### src/rtl/abs_sum_window_acc_pkg.sv
// Shared types and width helpers for the windowed abs-sum accumulator and its adder-tree pipeline.
package abs_sum_window_acc_pkg;

    typedef enum logic {
        ACCUM = 1'b0,
        HOLD  = 1'b1
    } state_e;

    function automatic int unsigned pipe_depth(input int unsigned lanes);
        return $clog2(lanes) + 1;
    endfunction

    // Level 0 is the abs stage; each pairwise-add level grows the word by one bit.
    function automatic int unsigned level_w(input int unsigned data_w, input int unsigned k);
        return data_w + 1 + k;
    endfunction

    // Bit offset of level k inside the flattened bus that holds every tree level.
    function automatic int unsigned level_off(input int unsigned lanes, input int unsigned data_w,
                                              input int unsigned k);
        int unsigned off;
        off = 0;
        for (int unsigned j = 0; j < k; j++) begin
            off += (lanes >> j) * level_w(data_w, j);
        end
        return off;
    endfunction

endpackage

### src/rtl/abs_sum_tree_pipe.sv
// Registered abs stage followed by a registered pairwise adder tree; a valid bit rides alongside.
module abs_sum_tree_pipe
    import abs_sum_window_acc_pkg::*;
#(
    parameter int unsigned LANES     = 16,
    parameter int unsigned DATA_W    = 8,
    parameter bit          SIGNED_IN = 1'b1
) (
    input  logic                          clk,
    input  logic                          rst,
    input  logic                          in_valid,
    input  logic [LANES*DATA_W-1:0]       in_data,
    output logic                          out_valid,
    output logic [DATA_W+$clog2(LANES):0] out_sum
);

    localparam int unsigned LEVELS  = $clog2(LANES);
    localparam int unsigned AW      = level_w(DATA_W, 0);
    localparam int unsigned BUS_W   = level_off(LANES, DATA_W, LEVELS + 1);
    localparam int unsigned OUT_OFF = level_off(LANES, DATA_W, LEVELS);

    logic [BUS_W-1:0]    bus;
    logic [LANES*AW-1:0] abs_q;
    logic [LEVELS:0]     vld_q;

    // One extra bit so the most negative sample maps to its positive magnitude.
    function automatic logic [AW-1:0] abs_of(input logic [DATA_W-1:0] x);
        logic [AW-1:0] e;
        e = {SIGNED_IN & x[DATA_W-1], x};
        return e[AW-1] ? -e : e;
    endfunction

    always_ff @(posedge clk) begin
        for (int i = 0; i < LANES; i++) begin
            abs_q[AW*i +: AW] <= abs_of(in_data[DATA_W*i +: DATA_W]);
        end
    end

    assign bus[0 +: LANES*AW] = abs_q;

    for (genvar k = 1; k <= LEVELS; k++) begin : g_level
        localparam int unsigned N     = LANES >> k;
        localparam int unsigned W     = level_w(DATA_W, k);
        localparam int unsigned OFF_I = level_off(LANES, DATA_W, k - 1);
        localparam int unsigned OFF_O = level_off(LANES, DATA_W, k);

        logic [N*W-1:0] sum_q;

        always_ff @(posedge clk) begin
            for (int i = 0; i < N; i++) begin
                sum_q[W*i +: W] <= W'(bus[OFF_I + (W-1)*(2*i) +: W-1])
                                 + W'(bus[OFF_I + (W-1)*(2*i+1) +: W-1]);
            end
        end

        assign bus[OFF_O +: N*W] = sum_q;
    end

    always_ff @(posedge clk) begin
        if (rst) begin
            vld_q <= '0;
        end else begin
            vld_q <= {vld_q[LEVELS-1:0], in_valid};
        end
    end

    assign out_valid = vld_q[LEVELS];
    assign out_sum   = bus[OUT_OFF +: level_w(DATA_W, LEVELS)];

endmodule

### src/rtl/abs_sum_window_acc.sv
// Accumulates per-beat abs sums over a fixed window and presents the saturating total on valid/ready.
module abs_sum_window_acc
    import abs_sum_window_acc_pkg::*;
#(
    parameter int unsigned LANES         = 16,
    parameter int unsigned DATA_W        = 8,
    parameter bit          SIGNED_IN     = 1'b1,
    parameter int unsigned ACC_W         = 32,
    parameter int unsigned BEATS_PER_WIN = 64
) (
    input  logic                    clk,
    input  logic                    rst,
    input  logic                    clr,
    input  logic                    in_valid,
    output logic                    in_ready,
    input  logic [LANES*DATA_W-1:0] in_data,
    output logic                    res_valid,
    input  logic                    res_ready,
    output logic [ACC_W-1:0]        res_sum,
    output logic                    res_sat
);

    localparam int unsigned TREE_W = level_w(DATA_W, $clog2(LANES));
    localparam int unsigned CNT_W  = $clog2(BEATS_PER_WIN);
    localparam logic [CNT_W-1:0] LAST_BEAT = CNT_W'(BEATS_PER_WIN - 1);

    logic              flush;
    logic              tree_valid;
    logic [TREE_W-1:0] tree_sum;
    state_e            state;
    logic [ACC_W-1:0]  acc;
    logic              sat_flag;
    logic [CNT_W-1:0]  beat_cnt;
    logic [ACC_W:0]    sum_ext;
    logic              ovf;
    logic [ACC_W-1:0]  acc_next;
    logic              last_beat;

    assign flush    = rst | clr;
    assign in_ready = ~(res_valid & ~res_ready);

    abs_sum_tree_pipe #(
        .LANES     (LANES),
        .DATA_W    (DATA_W),
        .SIGNED_IN (SIGNED_IN)
    ) u_tree (
        .clk       (clk),
        .rst       (flush),
        .in_valid  (in_valid & in_ready),
        .in_data   (in_data),
        .out_valid (tree_valid),
        .out_sum   (tree_sum)
    );

    always_comb begin
        sum_ext   = {1'b0, acc} + (ACC_W+1)'(tree_sum);
        ovf       = sum_ext[ACC_W];
        acc_next  = ovf ? '1 : sum_ext[ACC_W-1:0];
        last_beat = tree_valid && (beat_cnt == LAST_BEAT);
    end

    // A final beat in the same cycle as a result handshake wins: the new result replaces the old.
    always_ff @(posedge clk) begin
        if (rst || clr) begin
            state     <= ACCUM;
            res_valid <= 1'b0;
            res_sum   <= '0;
            res_sat   <= 1'b0;
            acc       <= '0;
            sat_flag  <= 1'b0;
            beat_cnt  <= '0;
        end else begin
            if (state == HOLD && res_ready) begin
                state     <= ACCUM;
                res_valid <= 1'b0;
            end
            if (tree_valid) begin
                if (last_beat) begin
                    state     <= HOLD;
                    res_valid <= 1'b1;
                    res_sum   <= acc_next;
                    res_sat   <= sat_flag | ovf;
                    acc       <= '0;
                    sat_flag  <= 1'b0;
                    beat_cnt  <= '0;
                end else begin
                    acc      <= acc_next;
                    sat_flag <= sat_flag | ovf;
                    beat_cnt <= beat_cnt + CNT_W'(1);
                end
            end
        end
    end

endmodule
### config.mk
export PLATFORM = sky130hd
export DESIGN_NAME = abs_sum_window_acc
export DESIGN_NICKNAME = d
export VERILOG_FILES = /design/src/rtl/abs_sum_window_acc_pkg.sv /design/src/rtl/abs_sum_tree_pipe.sv /design/src/rtl/abs_sum_window_acc.sv
export SDC_FILE = /design/constraint.sdc
export NUM_CORES = 1
export LEC_CHECK = 0
export ABC_AREA = 1
export CORE_MARGIN = 2
export CORE_UTILIZATION = 58
export CTS_BUF_LIST = sky130_fd_sc_hd__clkbuf_4 sky130_fd_sc_hd__clkbuf_8 sky130_fd_sc_hd__clkbuf_16
export DETAILED_ROUTE_END_ITERATION = 16
export PLACE_DENSITY = 0.83
export SLEW_MARGIN = 0
export SYNTH_ARGS = -nofsm -noshare
export SYNTH_HDL_FRONTEND = slang
export SYNTH_SLANG_ARGS = --single-unit
### constraint.sdc
create_clock -name clk -period 3.1 [get_ports clk]
set_clock_uncertainty 0.2 [all_clocks]
set_input_delay 0.31 -clock clk [delete_from_list [all_inputs] [get_ports clk]]
set_output_delay 0.31 -clock clk [all_outputs]
set_load 0.005 [all_outputs]
---- After elaboration in Yosys (flattened, before gate mapping) ----
Cells that the tools add are included.
word-level totals
  register bits ........................... 384
  input port bits ......................... 133
  output and inout bits ................... 35
  logic and storage cells ................. 99
cells by class
  mux-type cells .......................... 26
  reductions and logical operators ........ 4
  add/subtract/negate cells ............... 33
  bitwise operators ....................... 6
  equality and inequality tests ........... 1
operators by type and width
  operator             number
  $neg 9->9            16
  $mux 7               16
  $add 9x9->10         8
  $mux 32              2
  $add 10x10->11       4
  $add 32x13->33       1
  $add 11x11->12       2
  $add 12x12->13       1
  $mux 1               7
  $add 6x1->6 const B  1
  $eq 6x6->1 const B   1
  $mux 6               1
  $and 1x1->1          2
  $logic_and 1x1->1    2
  $not 1->1            2
  $or 1x1->1           2
  $reduce_and 2->1     1
  $logic_or 1x1->1     1

---- Depth between registers and ports, before layout ----
Gate-level depths: netlist (run 1).
  word-level depth ........................ 4
  gate-level depth with buffers ........... 14
  gate-level depth less buffers ........... 14

---- Cells and area by module ----
Synthesis (run 1) repeated with hierarchy kept, for this count alone.
second synthesis, totals
  cells, all modules ...................... 2,621
  area, all modules ....................... 19,761.5 um2
modules (own cells, without submodules)
  module              sequential area each (um2)  instances  cells each  area an instance (um2)
  abs_sum_tree_pipe   6,206.0                     1          1,955       15,402.3
  abs_sum_window_acc  1,481.4                     1          666         4,359.2

---- Least setup slack after synthesis (run 1) ----
Ideal clock, no wire load.
  path kind ............................... reg2reg
  start ................................... register u_tree.g_level[4].sum_q[0], in the netlist u_tree.out_sum[0]
  end ..................................... register res_sat
  required time ........................... 2,773 ps
  path slack .............................. 868 ps
  period minus slack after synthesis ...... 2,232 ps
  buffers on the path ..................... 1
  arrival time ............................ 1,906 ps
  stages on the path, launching flop included .. 14
  cell sequence ........................... dfxtp_1 -> ha_1 -> fa_1 -> nand3_1 -> nand3_2 -> nand2_1 -> nand2_2 -> nand2_1 -> nand2_2 -> nand3_4 -> inv_2 -> buf_4 -> nor2_1 -> a21oi_1
between the ends
  cells in the longest elaborated chain, start to end .. 2
RTL lines
  item                               line                      RTL
  from (decl)                        abs_sum_tree_pipe.sv:47   logic [N*W-1:0] sum_q;
  from (signal, indexed assignment)  abs_sum_tree_pipe.sv:51   sum_q[W*i +: W] <= W'(bus[OFF_I + (W-1)*(2*i) +: W-1])
  $add 32x13->33                     abs_sum_window_acc.sv:56  sum_ext = {1'b0, acc} + (ACC_W+1)'(tree_sum);
  $or 1x1->1                         abs_sum_window_acc.sv:82  res_sat <= sat_flag | ovf;
  to (signal assigned)               abs_sum_window_acc.sv:82
  to (decl)                          abs_sum_window_acc.sv:20  output logic res_sat
No other way between the ends.
A chain may end at the register's enable or synchronous reset.

---- Worst setup path after layout (run 1) ----
  start ................................... register u_tree.g_level[4].sum_q[0], in the netlist u_tree.out_sum[0]
  end ..................................... register acc[10]
between the ends
  cells in the longest elaborated chain, start to end .. 3
RTL lines
  item                  line                      RTL
  $add 32x13->33        abs_sum_window_acc.sv:56
  $mux 32               abs_sum_window_acc.sv:58  acc_next = ovf ? '1 : sum_ext[ACC_W-1:0];
  $mux 32               abs_sum_window_acc.sv:78  if (last_beat) begin
  to (signal assigned)  abs_sum_window_acc.sv:87  acc <= acc_next;
  to (decl)             abs_sum_window_acc.sv:31  logic [ACC_W-1:0] acc;
No other way between the ends.

==> flow_metrics.env, run 1 <==
export IMPL_area_growth_pct=19.3
export IMPL_synth_top_area_cell="dfxtp_1"
export IMPL_fin_crit_sh_pct=84.8
export IMPL_ys_ff_latch=384
export IMPL_synth_seq_area_share_pct=41.2
export IMPL_hpwl_um=29200
export IMPL_vias=14900
export IMPL_crit_top_cell="nand2_1"
export IMPL_reg2reg_to="acc[10]"
export IMPL_worstSetupPathType="reg2reg"
export IMPL_peakVddDrop_mv=0.476
export IMPL_drc=0
export IMPL_grt_pass1_vias=15100
export IMPL_r2r_slack_ns=0.47
export IMPL_die_area_um2=33600
export IMPL_worstPathRequired_ns=3.29
export IMPL_arrival_ns=2.82
export IMPL_fmax_ghz=0.381
export IMPL_netlist_cell_type_count=42
export IMPL_postCtsSetupBuffers=0
export IMPL_grt_max_degree=38
export IMPL_cp_slowest_cell="fa_1"
export IMPL_power_density_nw_per_um2=809
export IMPL_syn_area_per_cell_um2=8.30
export IMPL_slew_headroom_pct=64.6
export IMPL_synth_top_cells_by_area="dfxtp_1 (41%), ha_1 (12%), nand2_1 (9.2%)"
export IMPL_netlist_area_um2=18700
export IMPL_fin_util_pct=70.4
export IMPL_dpl_worst_slack_ns=0.508
export IMPL_tritoncts="built"
export IMPL_slew_violations=0
export IMPL_setup_slack_ns=0.473
export IMPL_synth_largest_type_area_fraction_pct=41.2
export IMPL_syn_instance_count=2247
export IMPL_min_path_type="in2reg"
export IMPL_core_area_um2=31600
export IMPL_holdPathEnd="u_tree.abs_q[72]"
export IMPL_synth_commonest_cells="nand2_1 (455), dfxtp_1 (384), inv_1 (288)"
export IMPL_clkSinkCount=384
export IMPL_ys_warn_count=0
export IMPL_die_x_um=183
export IMPL_rsz0062_at_grt="false"
export IMPL_instances_no_fill=2888
export IMPL_drt_iter0_drc=697
export IMPL_nets=2781
export IMPL_port_buffers=167
export IMPL_viasPerCell=5.17
export IMPL_grt_remaining_overflow=0
export IMPL_initial_utilization_pct=59.0
export IMPL_hold_viol=0
export IMPL_worst_pin_slew_ns=0.525
export IMPL_clock_path_buffers=3
export IMPL_gp_congestion=0.937
export IMPL_antenna_cells=0
export IMPL_yosysMostFrequentCell="nand2_1"
export IMPL_r2r_cells=13
export IMPL_drt_pass1_iter_count=5
export IMPL_dp_cells=2816
export IMPL_end_kind="flop"
export IMPL_grt_usage_pct=23.1
export IMPL_path_cells="ha_1 -> fa_1 -> nand3_1 -> nand3_2 -> nand2_1 -> nand2_2 -> nand2_1 -> nand2_2 -> nand3_4 -> buf_4 -> nand3_2 -> nand2_1 -> a21oi_1"
export IMPL_clock_latency_ns=0.53
export IMPL_wirelength_um=38400
export IMPL_min_delay_start="in_data[64]"
export IMPL_num_io_pins=168
export IMPL_post_drt_wl_per_cell_um=13.3
export IMPL_holdWs_ns=0.0838
export IMPL_p_leak_uw=0.0106
export IMPL_synthArstFlopShare_pct=0
export IMPL_worst_setup_path_start_kind="flop"
export IMPL_grt_antenna_before_repair=0
export IMPL_die_y_um=183
export IMPL_h_tree_depth=2
export IMPL_grt_pass1_wl_um=65300
export IMPL_cap_violations=0
export IMPL_status="finished clean"
export IMPL_slowest_delay_ns=0.44
export IMPL_cts_buffers=40
export IMPL_root_buffer="clkbuf_16"
export IMPL_cts_resized_gates=0
export IMPL_clk_pin_slew_ns=0.06
export IMPL_min_path_cells=1
export IMPL_postRouteAntennaNets=0
export IMPL_synth_edf_count=0
export IMPL_setup_viol=0
export IMPL_setup_tns_ns=0
export IMPL_timing_critical_path_fanout_max=16
export IMPL_ys_flop_type="dfxtp_1"
export IMPL_worstReg2RegStart="u_tree.out_sum[0]"
export IMPL_rows=65
export IMPL_period_needed_ns=2.63
export IMPL_ctsHoldBuffers=0
export IMPL_layout_drive_gt1_share_pct=5.51
## per-stage QoR
| stage | cell area [um^2] | total power [uW] |
|---|---|---|
| after floorplan | 18700 | 11400 |
| after global placement | 20800 | 12800 |
| after detailed placement | 20800 | 13000 |
| after CTS | 22300 | 18100 |
| after global routing | 22300 | 19300 |
| final | 22300 | 18000 |
## layout by cell type (no fill, tap or decap), types with 5 or more instances in the layout
master and count:
a21o_1 7, a21oi_1 158, a21oi_2 14, a31oi_1 8, buf_4 8, bufinv_16 5, clkbuf_16 42, clkbuf_4 8
clkbuf_8 6, clkdlybuf4s50_1 167, clkinv_2 9, conb_1 16, dfxtp_1 384, fa_1 16, ha_1 176, inv_1 288
nand2_1 455, nand3_1 82, nand3_2 23, nand3b_1 7, nand4_1 28, nor2_1 162, nor2_2 5, nor3_1 44
nor4_1 23, o211ai_1 16, o21ai_0 71, o21bai_1 11, o31ai_1 5, xnor2_1 57, xor2_1 148
## worst max-delay path: cells and delay by family, from the launching register on
family          cells  cell delay, ns
simple gates        9            1.01
fa+ha+maj           2            0.68
flops               1            0.30
compound gates      1            0.07
buf+inv             1            0.22
## flip-flops by register name, indices dropped and copies added, names as in the netlist, 5 cells and up
signal / count
u_tree.g_level.sum_q: 148
u_tree.abs_q: 144
acc: 32
res_sum: 32
u_tree.out_sum: 13
beat_cnt: 6
u_tree.vld_q: 5
## report_power, final
group	switching (uW)	internal, uW	leakage [uW]
sequential	441	6070	0.00320
combinational	3790	2700	0.00667
clock	1900	3110	0.000710
## area by class of cell
| class | instances | area [um^2] |
|---|---|---|
| Multi-Input combinational cell | 1560 | 9800 |
| Sequential cell | 384 | 7690 |
| Clock inverter | 16 | 219 |
| Tap cell | 402 | 503 |
| Fill cell | 2398 | 9380 |
| Inverter | 294 | 1100 |
| Clock buffer | 56 | 1190 |
| Timing Repair Buffer | 176 | 1750 |
## logic make-up (layout without fill, tap and decap cells)
logic type / after synthesis / after routing / share of synthesized area (%)
AND/OR/NAND/NOR: 845 / 845 / 19.9
flip-flops: 384 / 384 / 41.2
buffers and inverters: 318 / 542 / 6.57
AO/OA/AOI/OAI: 302 / 302 / 9.16
XOR/XNOR: 205 / 205 / 9.62
adder cells (fa/ha/maj): 192 / 192 / 13.5
other: 1 / 16 / 0.0201
## worst max path at each step
stage / startpoint / end / slack (ns) / cells after the start
3_3_place_gp: acc[0] / acc[0] / 0.59 / 12
6_report: u_tree.out_sum[0] / acc[10] / 0.47 / 13
2_1_floorplan: u_tree.out_sum[0] / res_sat / 0.87 / 13
3_5_place_dp: u_tree.out_sum[0] / acc[0] / 0.51 / 12
5_1_grt: acc[0] / res_sum[4] / 0.29 / 12
4_1_cts: u_tree.out_sum[0] / acc[10] / 0.46 / 13
## metal layers
metal | part of all wire [%] | wire, um | track usage [%] | up-vias
li1 | - | - | - | 7734
met1 | 44 | 16800 | 27.0 | 6825
met2 | 50 | 19400 | 44.2 | 310
met3 | 3.9 | 1520 | 3.08 | 63
met4 | 1.9 | 748 | 6.14 | 0
met5 | 0 | 0 | 0 | -
Power figures use the tool's default switching activity.
==> run 2, diff against run 1 <==
==> constraint.sdc (replaced) <==
create_clock -name clk -period 2.6 [get_ports clk]
set_clock_uncertainty 0.2 [all_clocks]
set_input_delay 0.26 -clock clk [delete_from_list [all_inputs] [get_ports clk]]
set_output_delay 0.26 -clock clk [all_outputs]
set_load 0.005 [all_outputs]
==> run 2 against run 1 <==
Total power rose by 18%; hold slack got worse by 0.050 ns; utilization rose by 0.11 points; combinational power rose by 18%; final cell count rose by 0.24%; via count rose by 0.64%; flip-flop and latch count did not move; sequential power rose by 19%; register-to-register slack got worse by 0.26 ns; cell area rose by 0.16%; critical path type unchanged; largest power group unchanged; highest routed layer unchanged.
==> flow_metrics.env, run 2 (synthesized netlist as in run 1, its figures left out) <==
export IMPL_routed_wl_met2_um=19200
export IMPL_viasPerCell=5.19
export IMPL_status="finished clean"
export IMPL_setup_tns_ns=0
export IMPL_h_tree_depth=2
export IMPL_fin_util_pct=70.5
export IMPL_num_io_pins=168
export IMPL_power_density_nw_per_um2=956
export IMPL_cap_violations=0
export IMPL_hpwl_um=29300
export IMPL_clk_pin_slew_ns=0.06
export IMPL_ctsHoldBuffers=0
export IMPL_top_layer="met4"
export IMPL_die_x_um=183
export IMPL_rsz0062_at_grt="false"
export IMPL_core_area_um2=31600
export IMPL_antenna_cells=0
export IMPL_postRouteAntennaNets=0
export IMPL_grt_usage_pct=22.9
export IMPL_drt_pass1_iter_count=5
export IMPL_min_path_cells=1
export IMPL_die_area_um2=33600
export IMPL_min_path_type="in2reg"
export IMPL_wirelength_um=38300
export IMPL_switchingPower_uw=7200
export IMPL_drt_iter0_drc=575
export IMPL_end_kind="flop"
export IMPL_met3_length_um=1620
export IMPL_grt_antenna_before_repair=0
export IMPL_slowest_delay_ns=0.38
export IMPL_peakVddDrop_mv=0.518
export IMPL_gp_congestion=0.912
export IMPL_worst_pin_slew_ns=0.543
export IMPL_area_growth_pct=19.5
export IMPL_rows=65
export IMPL_r2r_cells=13
export IMPL_period_needed_ns=2.39
export IMPL_post_drt_wl_per_cell_um=13.2
export IMPL_crit_top_cell="nand2_1"
export IMPL_final_cell_mix="nand2_1 (455), dfxtp_1 (384), inv_1 (288)"
export IMPL_fmax_ghz=0.419
export IMPL_tritoncts="built"
export IMPL_setup_viol=0
export IMPL_holdWs_ns=0.0341
export IMPL_initial_utilization_pct=59.0
export IMPL_largestRegisters="u_tree.g_level.sum_q x148, u_tree.abs_q x144"
export IMPL_arrival_ns=2.58
export IMPL_clkSinkCount=384
export IMPL_worstSetupPathType="reg2reg"
export IMPL_clock_path_buffers=3
export IMPL_p_total_uw=21300
export IMPL_die_y_um=183
export IMPL_grt_max_degree=41
export IMPL_wl_met1_um=16500
export IMPL_combPwrFrac_pct=35.8
export IMPL_timing_critical_path_fanout_max=9
export IMPL_vias=15000
export IMPL_path_cells="ha_1 -> fa_2 -> nand3_1 -> nand3_2 -> nand2_1 -> nand2_2 -> nand2_1 -> nand2_2 -> nand3_4 -> buf_12 -> nand3_2 -> nand2_1 -> a21oi_2"
export IMPL_cts_buffers=40
export IMPL_worst_setup_path_start_kind="flop"
export IMPL_grt_pass1_wl_um=64700
export IMPL_slew_headroom_pct=63.8
export IMPL_slew_violations=0
export IMPL_grt_pass1_vias=15000
export IMPL_clockPowerShare_pct=27.7
export IMPL_nets=2786
export IMPL_worstPathRequired_ns=2.79
export IMPL_clock_latency_ns=0.53
export IMPL_p_seq_share_pct=36.5
export IMPL_drc=0
export IMPL_power_share_switching_pct=33.8
export IMPL_layout_drive_gt1_share_pct=5.86
export IMPL_cp_slowest_cell="fa_2"
export IMPL_fin_crit_sh_pct=91.8
export IMPL_grt_remaining_overflow=0
export IMPL_p_leak_uw=0.0106
export IMPL_hold_viol=0
export IMPL_root_buffer="clkbuf_16"
export IMPL_internal_power_uw=14100
export IMPL_max_flop_register="u_tree.g_level.sum_q"
export IMPL_port_buffers=167
export IMPL_layout_commonest_cell="nand2_1"
export IMPL_largest_register_ffs=148
-- run 2: area by class of cell --
cell class / count / area (um^2)
Tap cell: 402 / 503
Clock buffer: 60 / 1220
Sequential cell: 384 / 7690
Fill cell: 2397 / 9340
Inverter: 294 / 1100
Clock inverter: 14 / 180
Multi-Input combinational cell: 1560 / 9810
Timing Repair Buffer: 181 / 1790
-- run 2: worst paths after layout --
kind / startpoint / end / slack [ns]
max reg2reg: acc[0] / acc[28] / 0.21
min reg2reg: u_tree.vld_q[1] / u_tree.vld_q[2] / 0.21
max: acc[0] / acc[28] / 0.21
min: in_data[104] / u_tree.abs_q[117] / 0.03
-- run 2: layer usage --
metal | up-vias | track usage [%]
li1 | 7741 | -
met1 | 6888 | 26.6
met2 | 331 | 43.4
met3 | 67 | 3.20
met4 | 0 | 6.88
met5 | - | 0
-- run 2: critical path: cells and delay by family, from the launching register on --
| kind | cells | cell delay, ns |
|---|---|---|
| adders and majority gates | 2 | 0.61 |
| and+or+nand+nor | 9 | 0.90 |
| DFF | 1 | 0.31 |
| buffers and inverters | 1 | 0.16 |
| AOI/OAI and AO/OA | 1 | 0.05 |
-- run 2: power by group through the flow --
stage / combinational [uW] / sequential, uW / clock, uW
finish: 7640 / 7770 / 5910
detailed placement: 7550 / 7880 / 0
CTS: 7650 / 7780 / 6010
global route: 8710 / 7870 / 6240
floorplan: 5950 / 7650 / 0
global placement: 7300 / 7870 / 0
-- run 2: timing repair --
action / in CTS / in global routing
setup endpoints to repair: 0 / 48
setup buffers: 0 / 3
gates resized for setup: 0 / 2
-- run 2: metrics by stage --
step                      area, um^2  worst slack [ns]  cells
final                          22300             0.212   2895
after global routing           22300            0.0249   2895
after CTS                      22300             0.102   2892
after detailed placement       20900             0.136   2818
after global placement         20900             0.189   2818
after floorplan                18700             0.368   2262
==> run 3, diff against run 2 <==
==> constraint.sdc (replaced) <==
create_clock -name clk -period 2.6 [get_ports clk]
set_clock_uncertainty 0.2 [all_clocks]
set_input_delay 0.39 -clock clk [delete_from_list [all_inputs] [get_ports clk]]
set_output_delay 0.39 -clock clk [all_outputs]
set_load 0.005 [all_outputs]
==> run 3 against run 2 <==
Final cell count is 0.10% lower; cell area is 0.33% lower; clock power down 5.2%; non-clock buffer count is the same; utilization is 0.23 points lower; flip-flop and latch count did not move; global-route usage down 0.056 points; die area unchanged; setup slack got worse by 0.023 ns; critical endpoint is now acc[18].
==> flow_metrics.env, run 3 (synthesized netlist as in run 1, its figures left out) <==
export IMPL_antenna_cells=0
export IMPL_vias=15000
export IMPL_setup_tns_ns=0
export IMPL_worstSetupPathType="reg2reg"
export IMPL_r2r_slack_ns=0.19
export IMPL_reg2reg_to="acc[18]"
export IMPL_status="finished clean"
export IMPL_drt_pass1_iter_count=7
export IMPL_max_flop_register="u_tree.g_level.sum_q"
export IMPL_slew_violations=0
export IMPL_initial_utilization_pct=59.0
export IMPL_wirelength_um=38100
export IMPL_fmax_ghz=0.415
export IMPL_hpwl_um=29400
export IMPL_holdPathEnd="u_tree.abs_q[18]"
export IMPL_hold_viol=0
export IMPL_grt_usage_pct=22.9
export IMPL_min_path_cells=1
export IMPL_nFillCells=2418
export IMPL_layout_drive_gt1_share_pct=5.74
export IMPL_r2r_cells=13
export IMPL_power_density_nw_per_um2=949
export IMPL_period_needed_ns=2.41
export IMPL_clock_path_buffers=3
export IMPL_grt_antenna_before_repair=0
export IMPL_postRouteAntennaNets=0
export IMPL_core_area_um2=31600
export IMPL_die_area_um2=33600
export IMPL_clock_latency_ns=0.53
export IMPL_viasPerCell=5.19
export IMPL_gp_congestion=0.909
export IMPL_instances_no_fill=2892
export IMPL_largest_register_ffs=148
export IMPL_setup_viol=0
export IMPL_dp_cells=2818
export IMPL_h_tree_depth=2
export IMPL_port_buffers=167
export IMPL_clk_pin_slew_ns=0.06
export IMPL_largestRegisters="u_tree.g_level.sum_q x148, u_tree.abs_q x144"
export IMPL_worst_pin_slew_ns=0.557
export IMPL_worstPathRequired_ns=2.79
export IMPL_ctsHoldBuffers=0
export IMPL_nets=2786
export IMPL_grt_pass1_wl_um=65000
export IMPL_grt_max_degree=41
export IMPL_clkSinkCount=384
export IMPL_worstReg2RegStart="acc[0]"
export IMPL_rows=65
export IMPL_layout_commonest_cell="nand2_1"
export IMPL_tritoncts="built"
export IMPL_peakVddDrop_mv=0.672
export IMPL_end_kind="flop"
export IMPL_slew_headroom_pct=62.9
export IMPL_cap_violations=0
export IMPL_min_delay_start="in_data[16]"
export IMPL_drc=0
export IMPL_die_y_um=183
export IMPL_fin_crit_sh_pct=92.7
export IMPL_cts_buffers=40
export IMPL_arrival_ns=2.60
export IMPL_num_io_pins=168
export IMPL_grt_pass1_vias=14900
export IMPL_worst_setup_path_start_kind="flop"
export IMPL_area_growth_pct=19.1
export IMPL_die_x_um=183
export IMPL_drt_iter0_drc=616
export IMPL_post_drt_wl_per_cell_um=13.2
export IMPL_grt_remaining_overflow=0
export IMPL_final_cell_mix="nand2_1 (455), dfxtp_1 (384), inv_1 (288)"
export IMPL_min_path_type="in2reg"
export IMPL_p_leak_uw=0.0106
export IMPL_timing_critical_path_fanout_max=8
export IMPL_root_buffer="clkbuf_16"
run 3: cell count changes in the layout (fill, tap and decap cells not counted):
cell / delta
inv_6: -2
clkinv_2: +3
bufinv_16: -3
clkbuf_16: +1
clkinv_8: +1
clkbuf_4: -3
run 3: final cells by class:
cell class | count | area, um^2 | share of cell area, %
multi-input cells | 1560 | 9810 | 44.1
flip-flops and latches | 384 | 7690 | 34.6
repair buffers | 181 | 1790 | 8.05
clock buffers | 58 | 1230 | 5.52
inverters | 294 | 1100 | 4.97
well taps | 402 | 503 | 2.26
clock inverters | 13 | 104 | 0.467
run 3: repair_timing:
item	in CTS	in global routing
setup endpoints to repair	0	50
gates resized for setup	0	2
setup buffers	0	3
hold endpoints to repair	0	0
run 3: worst max path at each step:
stage / startpoint / to
after floorplan: u_tree.out_sum[0] / res_sat
after global placement: u_tree.out_sum[0] / acc[17]
after detailed placement: acc[0] / acc[18]
after CTS: acc[0] / acc[18]
after global routing: acc[0] / acc[17]
final: acc[0] / acc[18]
run 3: critical path, cell delays in order (launching register included):
cell	delay (ns)
dfxtp_1	0.31
ha_1	0.23
fa_2	0.39
nand3_1	0.11
nand3_2	0.11
nand2_1	0.09
nand2_2	0.07
nand2_1	0.11
nand2_2	0.11
nand3_4	0.15
buf_4	0.18
nand3_2	0.09
nand2_1	0.08
a21oi_2	0.05
run 3: where the power goes:
| part | switching (uW) | internal [uW] | leakage [uW] |
|---|---|---|---|
| clock network | 2230 | 3380 | 0.000675 |
| logic | 4480 | 3230 | 0.00670 |
| registers | 527 | 7240 | 0.00320 |
| total | 7230 | 13800 | 0.0106 |
run 3: metrics by stage:
stage / power (uW) / util, % / instance area [um^2] / worst slack [ns] / hold slack [ns]
final: 21100 / 70.2 / 22200 / 0.190 / 0.168
after floorplan: 13600 / - / 18700 / 0.368 / 0.194
after global placement: 15200 / 65.9 / 20900 / 0.189 / 0.204
after detailed placement: 15500 / 65.9 / 20900 / 0.102 / 0.205
after CTS: 21200 / 70.1 / 22200 / 0.0946 / 0.155
after global routing: 22600 / 70.2 / 22200 / -0.0189 / 0.172
run 3: metal layers:
| metal | global-route usage [%] | up-vias | share of wire, % |
|---|---|---|---|
| met2 | 43.0 | 305 | 50 |
| met5 | 0 | - | 0 |
| met4 | 6.43 | 0 | 2.4 |
| li1 | - | 7744 | - |
| met3 | 2.88 | 71 | 3.8 |
| met1 | 27.2 | 6882 | 44 |
